$ cat src/rtl/uart_pkg.sv
// Shared definitions for the UART receiver: FSM encoding, frame format,
// oversampling ratio and the baud divider computation.
package uart_pkg;

    typedef enum logic [1:0] {
        IDLE  = 2'd0,
        START = 2'd1,
        DATA  = 2'd2,
        STOP  = 2'd3
    } state_t;

    localparam int DATA_BITS  = 8;
    localparam int OVERSAMPLE = 16;

    // System clocks per oversample tick; integer truncation is intentional.
    function automatic int calc_div(input int clk_hz, input int baud, input int os);
        return clk_hz / (baud * os);
    endfunction

endpackage

$ cat src/rtl/uart_rx_tick_gen.sv
// Oversample tick generator: free-running divider that emits a one-cycle
// tick every DIV clocks and can be re-phased by clr on a start edge.
module uart_rx_tick_gen
    import uart_pkg::*;
#(
    parameter int UART_INPUT_CLK = 100_000_000,
    parameter int baud_rate      = 9600,
    parameter int OVERSAMPLE     = 16
) (
    input  logic clk,
    input  logic rst,
    input  logic clr,
    output logic tick
);

    localparam int DIV = calc_div(UART_INPUT_CLK, baud_rate, OVERSAMPLE);
    localparam int DW  = (DIV > 1) ? $clog2(DIV) : 1;
    localparam logic [DW-1:0] LAST = DW'(DIV - 1);

    logic [DW-1:0] div_cnt_q;

    // Divider counter: wraps at DIV-1, restarts from zero on reset or clr.
    always_ff @(posedge clk) begin
        if (rst || clr) begin
            div_cnt_q <= '0;
        end else if (div_cnt_q == LAST) begin
            div_cnt_q <= '0;
        end else begin
            div_cnt_q <= div_cnt_q + 1'b1;
        end
    end

    assign tick = (div_cnt_q == LAST);

endmodule

$ cat src/rtl/uart_rx.sv
// 8N1 UART receiver with 16x oversampling, two-flop input synchroniser and
// mid-bit sampling. Good frames update data_out with a done strobe; a zero
// stop bit raises a frame_err strobe instead.
module uart_rx
    import uart_pkg::*;
#(
    parameter int UART_INPUT_CLK = 100_000_000,
    parameter int baud_rate      = 9600,
    parameter int OVERSAMPLE     = 16
) (
    input  logic       clk,
    input  logic       rst,
    input  logic       rx,
    output logic [7:0] data_out,
    output logic       done,
    output logic       busy,
    output logic       frame_err
);

    logic       s1_q, s2_q, s2_prev_q;
    state_t     state_q;
    logic [3:0] sample_cnt_q;
    logic [3:0] bit_idx_q;
    logic [7:0] shift_q;
    logic [7:0] data_out_q;
    logic       done_q, busy_q, frame_err_q;
    logic       tick;
    logic       start_clr_d;

    // Only a genuine high-to-low transition seen in IDLE starts a frame, so a
    // held-low line cannot retrigger and edges mid-frame are ignored.
    assign start_clr_d = (state_q == IDLE) && s2_prev_q && !s2_q;

    uart_rx_tick_gen #(
        .UART_INPUT_CLK (UART_INPUT_CLK),
        .baud_rate      (baud_rate),
        .OVERSAMPLE     (OVERSAMPLE)
    ) u_tick_gen (
        .clk  (clk),
        .rst  (rst),
        .clr  (start_clr_d),
        .tick (tick)
    );

    // Input synchroniser plus a delayed copy for falling-edge detection.
    always_ff @(posedge clk) begin
        if (rst) begin
            s1_q      <= 1'b1;
            s2_q      <= 1'b1;
            s2_prev_q <= 1'b1;
        end else begin
            s1_q      <= rx;
            s2_q      <= s1_q;
            s2_prev_q <= s2_q;
        end
    end

    // Receive FSM with registered busy/done/frame_err and output byte.
    always_ff @(posedge clk) begin
        if (rst) begin
            state_q      <= IDLE;
            sample_cnt_q <= '0;
            bit_idx_q    <= '0;
            shift_q      <= '0;
            data_out_q   <= '0;
            done_q       <= 1'b0;
            busy_q       <= 1'b0;
            frame_err_q  <= 1'b0;
        end else begin
            done_q      <= 1'b0;
            frame_err_q <= 1'b0;
            case (state_q)
                IDLE: begin
                    if (start_clr_d) begin
                        state_q      <= START;
                        sample_cnt_q <= '0;
                        busy_q       <= 1'b1;
                    end
                end
                START: begin
                    if (tick) begin
                        if (sample_cnt_q == 4'd7) begin
                            sample_cnt_q <= '0;
                            if (!s2_q) begin
                                state_q   <= DATA;
                                bit_idx_q <= '0;
                            end else begin
                                state_q <= IDLE;
                                busy_q  <= 1'b0;
                            end
                        end else begin
                            sample_cnt_q <= sample_cnt_q + 4'd1;
                        end
                    end
                end
                DATA: begin
                    if (tick) begin
                        sample_cnt_q <= sample_cnt_q + 4'd1;
                        if (sample_cnt_q == 4'd15) begin
                            shift_q   <= {s2_q, shift_q[7:1]};
                            bit_idx_q <= bit_idx_q + 4'd1;
                            if (bit_idx_q == 4'(DATA_BITS - 1)) begin
                                state_q <= STOP;
                            end
                        end
                    end
                end
                STOP: begin
                    if (tick) begin
                        sample_cnt_q <= sample_cnt_q + 4'd1;
                        if (sample_cnt_q == 4'd15) begin
                            if (s2_q) begin
                                data_out_q <= shift_q;
                                done_q     <= 1'b1;
                            end else begin
                                frame_err_q <= 1'b1;
                            end
                            state_q <= IDLE;
                            busy_q  <= 1'b0;
                        end
                    end
                end
                default: begin
                    state_q <= IDLE;
                    busy_q  <= 1'b0;
                end
            endcase
        end
    end

    assign data_out  = data_out_q;
    assign done      = done_q;
    assign busy      = busy_q;
    assign frame_err = frame_err_q;

endmodule

$ cat config.mk
export PLATFORM = sky130hd
export DESIGN_NAME = uart_rx
export DESIGN_NICKNAME = d
export VERILOG_FILES = /design/src/rtl/uart_pkg.sv /design/src/rtl/uart_rx_tick_gen.sv /design/src/rtl/uart_rx.sv
export SDC_FILE = /design/constraint.sdc
export NUM_CORES = 1
export LEC_CHECK = 0
export CAP_MARGIN = 15
export CORE_ASPECT_RATIO = 1.4
export CORE_MARGIN = 2
export CORE_UTILIZATION = 45
export DETAILED_ROUTE_END_ITERATION = 6
export GPL_TIMING_DRIVEN = 1
export MAX_ROUTING_LAYER = met4
export PLACE_DENSITY = 0.66
export SLEW_MARGIN = 10
export SYNTH_ARGS = -nofsm -noshare
export SYNTH_HDL_FRONTEND = slang
export SYNTH_SLANG_ARGS = --single-unit
export TNS_END_PERCENT = 30
$ cat constraint.sdc
create_clock -name clk -period 1.7 [get_ports clk]
set_clock_uncertainty 0.1 [all_clocks]
set_input_delay 0.34 -clock clk [delete_from_list [all_inputs] [get_ports clk]]
set_output_delay 0.34 -clock clk [all_outputs]
set_load 0.01 [all_outputs]
# Yosys cells after proc, flatten, opt, wreduce, memory -nomap -nowiden
# Index checks and enable logic that the tools add are counted.
[totals]
ff_bits = 42
wordCells = 82
[classes]
n_addsub = 3
eq_ne = 18
mux = 30
bitwise_logic = 3
reduce_logical = 16
[op_table]
columns = ["cell", "n"]
rows = [
  ["4-bit 2-to-1 mux", 9],
  ["2-bit 2-to-1 mux", 9],
  ["2-bit != test (second input constant)", 9],
  ["4-bit one-hot mux with 3 select lines", 1],
  ["10-bit by 1-bit adder with 10-bit output (second input constant)", 1],
  ["10-bit == test (second input constant)", 1],
  ["4-bit by 1-bit adder with 4-bit output (second input constant)", 2],
  ["4-bit by 3-bit == test with 1-bit output (second input constant)", 2],
  ["1-bit 2-to-1 mux", 8],
  ["2-bit one-hot mux with 4 select lines", 1],
  ["4-bit one-hot mux with 2 select lines", 1],
  ["8-bit AND reduction", 1],
  ["7-bit AND reduction", 1],
  ["3-bit AND reduction", 2],
  ["6-bit AND reduction", 1],
  ["2-bit == test (second input constant)", 2],
  ["4-bit == test (second input constant)", 1],
  ["2-bit by 1-bit != test with 1-bit output (second input constant)", 2],
  ["4-bit AND reduction", 1],
  ["2-bit OR reduction", 2],
  ["4-bit OR reduction", 1],
  ["1-bit NOT", 3],
  ["1-bit one-hot mux with 3 select lines", 1],
  ["3-bit nonzero test", 1],
  ["6 further kinds", 7],
]

# Depth between registers and ports, before layout
# Gate-level depths: netlist (run 1).
[logic_depth]
word_depth = 5
mapped_depth = 7
ltp_nobuf = 6

# By module
# From an unflattened synthesis (run 1), not the netlist that was laid out.
[unflattened]
cells_unflattened = 215
area_unflattened_um2 = 1963.1
[modules_own_cells]
columns = ["module", "instances", "cells_each", "area_per_inst_um2", "seq_area_each_um2"]
rows = [
  ["uart_rx", 1, 163, 1488.9, 640.6],
  ["uart_rx_tick_gen", 1, 52, 474.2, 200.2],
]

# Least setup slack after synthesis (run 1)
# No wires, ideal clock.
[synth_timing]
path_kind = "register to register"
startpoint = "register u_tick_gen.div_cnt_q[0]"
endpoint = "register sample_cnt_q[1]"
setup_ns = 0.072
arrival_ns = 1.515
t_required_ns = 1.528
path_slack_ns = 0.014
stages_incl_launch_ff = 8
path_buffers = 1
synth_period_minus_slack_ns = 1.686
cell_sequence = "dfxtp_1 -> inv_1 -> ha_1 -> and4b_1 -> and3_1 -> buf_4 -> a21oi_1 -> mux2i_1"
[synth_between]
elab_chain_len = 3
word_cells_on_any_way = 4
[synth_rtl]
columns = ["element", "line", "text"]
rows = [
  ["start, declared", "uart_rx_tick_gen.sv:20", "logic [DW-1:0] div_cnt_q;"],
  ["start signal, assigned", "uart_rx_tick_gen.sv:29", "div_cnt_q <= div_cnt_q + 1'b1;"],
  ["10-bit == test *", "uart_rx_tick_gen.sv:33", "assign tick = (div_cnt_q == LAST);"],
  ["2-bit by 1-bit != test with 1-bit output (no source line) or 2-bit != test (tied branches)", "n/a", ""],
  ["3-bit AND reduction (no source line) *", "n/a", ""],
  ["end signal, assigned", "uart_rx.sv:92", "sample_cnt_q <= sample_cnt_q + 4'd1;"],
  ["end signal, assigned", "uart_rx.sv:98", "sample_cnt_q <= sample_cnt_q + 4'd1;"],
  ["end signal, assigned", "uart_rx.sv:110", "sample_cnt_q <= sample_cnt_q + 4'd1;"],
  ["end, declared", "uart_rx.sv:22", "logic [3:0] sample_cnt_q;"],
]
# Every way passes the cells marked *; elsewhere a longest branch is shown, timed or not.
# A chain may end at the register's enable or synchronous reset.

# Worst setup path after layout (run 1)
[layout_timing]
startpoint = "register u_tick_gen.div_cnt_q[0]"
endpoint = "register bit_idx_q[3]"
[layout_between]
elab_chain_len = 3
word_cells_on_any_way = 4
[layout_rtl]
columns = ["element", "line", "text"]
rows = [
  ["10-bit == test *", "uart_rx_tick_gen.sv:33", ""],
  ["2-bit != test (no source line)", "n/a", ""],
  ["6-bit AND reduction (no source line) *", "n/a", ""],
  ["end signal, assigned", "uart_rx.sv:101", "bit_idx_q <= bit_idx_q + 4'd1;"],
  ["end, declared", "uart_rx.sv:23", "logic [3:0] bit_idx_q;"],
]
# Marks and branches as above.

==> impl_metrics.py, run 1 <==
metrics = {
    "run_status": {
        "status": "complete, no violations",
    },
    "synthesis": {
        "synth_top_family_by_area": "simple AND/OR/NAND/NOR gates",
        "yosys.area.top_type": "dfxtp_1",
        "synth.net_count": 232,
        "ys_seq_area_share_pct": 43.1,
        "synth_top_area_share_pct": 43.1,
        "synth-edff-count": 0,
        "async_reset_ff_share_pct": 0,
        "synth_seq_cells": 42,
        "ys.flop_type": "dfxtp_1",
        "synth_cells": 225,
        "synth_mux_area_share_pct": 1.54,
        "synth_compound_area_share_pct": 18.0,
        "ys_types": 47,
        "synth_xor_area_share_pct": 4.04,
        "ys_warn_count": 0,
        "syn_area_um2": 1950,
        "syn_area_per_cell_um2": 8.67,
        "synthSimpleGateAreaFrac_pct": 26.1,
        "synth_area_leaders": "dfxtp_1 (43%), nand3_1 (6.2%), o21ai_0 (5.4%)",
        "synthAdderAreaFrac_pct": 2.57,
    },
    "sta": {
        "fmax_mhz": 598,
        "timing.slew.headroom_pct": 75.5,
        "worstMarginPinSlew_ps": 366,
        "fin_ws_ps": 26.4,
        "min_period_over_period_pct": 98.4,
        "drv_slew": 0,
        "period_minus_slack_ps": 1670,
        "tns_ps": 0,
        "setup_violations": 0,
        "grt_setup_unrepaired": "true",
        "hold_violations": 0,
        "holdWs_ps": 306,
    },
    "setup_path": {
        "crit_path_cell_trace": "inv_1 -> ha_1 -> and4b_2 -> and3_4 -> buf_4 -> a32oi_1 -> o21ai_0",
        "cp.required_ps": 1790,
        "crit_slowest_cell": "dfxtp_1",
        "critPathMaxFanout": 10,
        "crit_type": "reg2reg",
        "cp.arrival_ps": 1760,
        "critPathMaxStageDelay_ps": 340,
        "cp-start-kind": "flop",
        "end_kind": "flop",
    },
    "cts": {
        "cts_tree": "built",
        "cts_sinks": 42,
        "root_buffer": "clkbuf_8",
        "cts.reportedPaths.clkPinSlew_ps": 90,
        "clock_tree.htree_level_count": 2,
        "clockBufferDepth": 2,
        "clock_latency_ps": 300,
        "numCtsBuffers": 5,
    },
    "place": {
        "place_area_um2": 2250,
        "dp_cells": 294,
        "io_buffers": 13,
        "dp_hpwl_um": 2850,
        "place_ws_ps": -146,
        "gp_congestion": 0.808,
    },
    "floorplanning": {
        "die_w_um": 59.6,
        "die_y_um": 81.9,
        "core_area_um2": 4200,
        "initial_utilization_pct": 46.4,
        "io_pins": 14,
        "dieArea_um2": 4880,
        "rows": 28,
    },
    "power_and_ir_drop": {
        "p_leak_nw": 0.856,
        "vdd_drop_max_mv": 0.530,
        "power_per_cell_area_nw_per_um2": 738,
    },
    "global_routing": {
        "antenna_found_initial": 0,
        "grt_pass1_wl_um": 6820,
        "grt_pass1_vias": 1589,
        "grt_overflow_total": 0,
        "grt_usage_pct": 18.9,
        "grt_start_max_net_pins": 21,
    },
    "detailed_routing": {
        "vias_per_cell": 5.49,
        "route.detailed.drc": 0,
        "final_antenna_net_count": 0,
        "dr.pass1.iters": 4,
        "vias": 1659,
        "routedWlPerCell_um": 12.8,
        "wl_um": 3880,
        "drt_iter0_markers": 113,
    },
    "cells_and_area": {
        "drive_gt1_share_pct": 21.4,
        "multiInputGateArea_um2": 1060,
        "final_common_cell": "dfxtp_1",
        "synthToLayoutAreaGrowth_pct": 22.3,
        "fillerInstances": 412,
        "final_area_um2": 2390,
        "stdcell_count": 302,
        "finalNetCount": 263,
        "regArea_um2": 843,
        "final_cell_mix": "dfxtp_1 (40), buf_4 (24), nand3_1 (23)",
        "insertedDiodeCount": 0,
    },
    "job": {
        "maxCapViolations": 0,
    },
    "hold_path": {
        "worstHoldPathType": "reg2reg",
    },
}
## Yosys cell counts (2+ instances only)
master and count:
buf_4 3, inv_1 6, and3b_1 3, nor2b_1 2, clkbuf_1 4, dfxtp_1 42
nor3b_1 3, xor2_1 2, nor3_1 7, nand2b_1 5, nor4_1 2, a21oi_1 17
xnor2_1 7, nand3_1 24, or2_2 4, and4b_1 2, mux2i_1 3, a31oi_1 5
a211oi_2 2, nor2_1 17, o21ai_0 21, ha_1 4, buf_2 5, nand2_1 12
## path summary, 6_finish.rpt
path	from	cells past startpoint	slack, ps	endpoint
setup reg to reg	u_tick_gen.div_cnt_q[0]$_SDFF_PP0_	7	30	bit_idx_q[3]$_SDFFE_PP0P_
setup / recovery	u_tick_gen.div_cnt_q[0]$_SDFF_PP0_	7	30	bit_idx_q[3]$_SDFFE_PP0P_
hold reg to reg	s1_q$_SDFF_PP1_	1	310	s2_q$_SDFF_PP1_
hold / removal	s1_q$_SDFF_PP1_	1	310	s2_q$_SDFF_PP1_
## layer usage
metal	track usage [%]	up-vias	wire (um)	part of all wire (%)
met1	19.5	772	1580	41
met5	-	-	0	0
met3	4.25	6	94	2.4
li1	-	863	-	-
met2	34.1	18	2120	55
met4	7.33	0	75	1.9
## sequential cells by signal, summed over array words and instances (netlist names), named ones only
signal	flops
u_tick_gen.div_cnt_q	10
shift_q	8
s2_prev_q	1
state_q	1
s2_q	1
sample_cnt_q	4
data_out	8
busy	1
done	1
bit_idx_q	4
s1_q	1
frame_err	1
## cell type report
class | instances | area share [%]
Timing Repair Buffer | 37 | 13.0
Sequential cell | 42 | 35.3
Inverter | 6 | 0.944
Multi-Input combinational cell | 164 | 44.5
Clock inverter | 3 | 0.996
Clock buffer | 5 | 2.88
Tap cell | 45 | 2.36
## report_power, final
part / internal [mW] / switching (mW)
logic: 0.0484 / 0.0472
registers: 0.995 / 0.0109
clock network: 0.293 / 0.366
total: 1.34 / 0.424
## stage by stage
| stage | utilization (%) | total power [mW] |
|---|---|---|
| global placement | 53.5 | 1.12 |
| finish | 56.8 | 1.76 |
| global route | 56.8 | 1.83 |
| CTS | 56.0 | 1.78 |
| floorplan | - | 1.08 |
| detailed placement | 53.5 | 1.12 |
## worst max-delay path: cells and delay by family (launching register included)
kind	cells	cell delay [ps]
flops	1	340
fa+ha+maj	1	190
buf+inv	2	210
simple gates	2	470
compound gates	2	260
## kinds of logic (layout without fill, tap and decap cells)
group / after synthesis / after routing
xor+xnor: 9 / 9
mux: 3 / 3
buf+inv: 19 / 51
flops: 42 / 42
compound gates: 57 / 57
fa+ha+maj: 4 / 4
simple gates: 91 / 91
## timing repair
| action | CTS | global route |
|---|---|---|
| setup endpoints to repair | 6 | 25 |
| resized for setup | 6 | 9 |
| pin swaps | 1 | 0 |
| hold endpoints to repair | 0 | 0 |
| hold buffers | 0 | 0 |
| setup buffers | 0 | 0 |
(Power assumes the default switching activity.)
==> inputs of run 2 (changes only) <==
--- a/config.mk
+++ b/config.mk
@@ -5,14 +5,17 @@
 export SDC_FILE = /design/constraint.sdc
 export NUM_CORES = 1
 export LEC_CHECK = 0
+export ABC_AREA = 1
 export CAP_MARGIN = 15
+export CELL_PAD_IN_SITES_DETAIL_PLACEMENT = 0
+export CELL_PAD_IN_SITES_GLOBAL_PLACEMENT = 1
 export CORE_ASPECT_RATIO = 1.4
 export CORE_MARGIN = 2
-export CORE_UTILIZATION = 45
+export CORE_UTILIZATION = 38
 export DETAILED_ROUTE_END_ITERATION = 6
 export GPL_TIMING_DRIVEN = 1
 export MAX_ROUTING_LAYER = met4
-export PLACE_DENSITY = 0.66
+export PLACE_DENSITY_LB_ADDON = 0.1
 export SLEW_MARGIN = 10
 export SYNTH_ARGS = -nofsm -noshare
 export SYNTH_HDL_FRONTEND = slang
==> run 2 against run 1 <==
  * Maximum frequency grew 3.1%
  * Combinational power grew to 2.6 times the previous value
  * Largest cell class unchanged
  * First-iteration DRC count down 67%
  * Die area up 14%
==> impl_metrics.py, run 2 <==
metrics = {
    "synthesis": {
        "synth_top_area_share_pct": 44.5,
        "synth_common_cells": "dfxtp_1 (42), nor2_1 (41), nand2_1 (36)",
        "syn_area_per_cell_um2": 7.62,
        "yosys.area.top_type": "dfxtp_1",
        "ys_seq_area_share_pct": 44.5,
        "synth_most_common_cell": "dfxtp_1",
        "async_reset_ff_share_pct": 0,
        "synth.net_count": 255,
        "ys_warn_count": 0,
        "syn_area_um2": 1890,
        "synth-edff-count": 0,
        "synth_seq_cells": 42,
        "synth_area_leaders": "dfxtp_1 (44%), nor2_1 (8.1%), nand2_1 (7.1%)",
        "ys.flop_type": "dfxtp_1",
        "ys_types": 30,
        "synth_cells": 248,
    },
    "place": {
        "dp_cells": 334,
        "io_buffers": 13,
        "gp_congestion": 0.761,
        "place_ws_ps": 75.3,
        "dp_hpwl_um": 2740,
        "place_area_um2": 2180,
    },
    "detailed_routing": {
        "final_antenna_net_count": 0,
        "route.detailed.drc": 0,
        "drt_iter0_markers": 37,
        "vias": 1594,
        "routedWlPerCell_um": 10.8,
        "wl_um": 3720,
        "vias_per_cell": 4.63,
        "dr.pass1.iters": 4,
    },
    "cells_and_area": {
        "insertedDiodeCount": 0,
        "final_cell_mix": "dfxtp_1 (42), nor2_1 (40), nand2_1 (36)",
        "regMostFlops": "u_tick_gen.div_cnt_q",
        "regArea_um2": 841,
        "drive_gt1_share_pct": 16.1,
        "largest_reg_flops": 10,
        "synthToLayoutAreaGrowth_pct": 20.8,
        "multiInputGateArea_um2": 912,
        "finalNetCount": 286,
        "fillerInstances": 536,
        "final_area_um2": 2280,
        "stdcell_count": 344,
        "final_common_cell": "dfxtp_1",
    },
    "hold_path": {
        "worstHoldPathType": "reg2reg",
    },
    "sta": {
        "worstMarginPinSlew_ps": 334,
        "hold_violations": 0,
        "fmax_mhz": 616,
        "min_period_over_period_pct": 95.5,
        "setup_violations": 0,
        "tns_ps": 0,
        "period_minus_slack_ps": 1620,
        "timing.slew.headroom_pct": 77.7,
        "grt_setup_unrepaired": "true",
        "fin_ws_ps": 76.1,
        "drv_slew": 0,
    },
    "floorplanning": {
        "die_w_um": 63.6,
        "rows": 30,
        "io_pins": 14,
        "die_y_um": 87.5,
        "initial_utilization_pct": 39.3,
        "core_area_um2": 4800,
        "dieArea_um2": 5560,
    },
    "setup_path": {
        "cp.required_ps": 1260,
        "crit_path_cell_trace": "clkdlybuf4s50_1",
        "critPathMaxFanout": 2,
        "crit_type": "reg2out",
        "crit_slowest_cell": "clkdlybuf4s50_1",
        "cp.arrival_ps": 1180,
        "critPathMaxStageDelay_ps": 540,
        "path_buf_inv": 1,
        "end_kind": "primary output",
        "cp-start-kind": "flop",
        "path_delay_family": "buffers and inverters",
    },
    "cts": {
        "root_buffer": "clkbuf_8",
        "clock_tree.htree_level_count": 2,
        "cts_sinks": 42,
        "cts_tree": "built",
        "cts.reportedPaths.clkPinSlew_ps": 80,
        "clock_latency_ps": 300,
        "numCtsBuffers": 5,
        "cts_hold_buf": 0,
        "clockBufferDepth": 2,
    },
    "global_routing": {
        "grt_overflow_total": 0,
        "grt_pass1_wl_um": 6440,
        "grt_start_max_net_pins": 18,
        "grt_usage_pct": 15.3,
        "antenna_found_initial": 0,
        "grt_pass1_vias": 1402,
    },
    "run_status": {
        "status": "complete, no violations",
    },
    "power_and_ir_drop": {
        "power_per_cell_area_nw_per_um2": 846,
        "vdd_drop_max_mv": 0.482,
        "p_leak_nw": 0.888,
    },
    "job": {
        "maxCapViolations": 0,
    },
}
-- run 2: metrics by stage --
| stage | utilization [%] | power, mW | hold WS (ps) |
|---|---|---|---|
| after floorplan | - | 1.23 | 289 |
| after global placement | 45.3 | 1.31 | 294 |
| after detailed placement | 45.3 | 1.31 | 295 |
| after CTS | 47.2 | 1.96 | 314 |
| after global routing | 47.5 | 2.03 | 324 |
| final | 47.5 | 1.93 | 312 |
-- run 2: per-layer routing --
metal,vias up,routed length [um],track usage [%]
met5,-,0,-
met1,705,1780,18.4
met4,0,68,6.52
met2,17,1760,24.6
li1,866,-,-
met3,6,105,3.62
-- run 2: where the power goes --
group	total (mW)	internal [mW]	switching [mW]
Clock	0.651	0.289	0.363
Sequential	1.03	1.01	0.0257
Combinational	0.247	0.0995	0.147
-- run 2: what timing repair did --
item / in CTS / in global routing
gates resized for setup: 0 / 10
buffers inserted: 0 / 2
endpoints found under the setup margin: 0 / 17
-- run 2: kinds of logic (layout without fill, tap and decap cells) --
family,after synthesis,in the layout,synth area share [%]
AND/OR/NAND/NOR,117,117,30.2
AO/OA/AOI/OAI,47,47,13.9
flip-flops,42,42,44.5
buffers and inverters,35,67,7.41
adder cells (fa/ha/maj),4,4,2.65
XOR/XNOR,3,3,1.39
-- run 2: cell type report --
cell class / count / area share, %
Sequential cell: 42 / 36.8
Timing Repair Buffer: 28 / 10.6
Clock buffer: 5 / 3.01
Inverter: 31 / 5.15
Tap cell: 64 / 3.51
Multi-Input combinational cell: 171 / 39.9
Clock inverter: 3 / 0.932
-- run 2: path summary, 6_finish.rpt --
| kind | cells past startpoint | from | slack, ps | end |
|---|---|---|---|---|
| max | 1 | data_out[7]$_SDFFE_PP0P_ | 80 | data_out[7] |
| min | 1 | s1_q$_SDFF_PP1_ | 310 | s2_q$_SDFF_PP1_ |
| max reg2reg | 9 | u_tick_gen.div_cnt_q[0]$_SDFF_PP0_ | 110 | data_out[6]$_SDFFE_PP0P_ |
| min reg2reg | 1 | s1_q$_SDFF_PP1_ | 310 | s2_q$_SDFF_PP1_ |
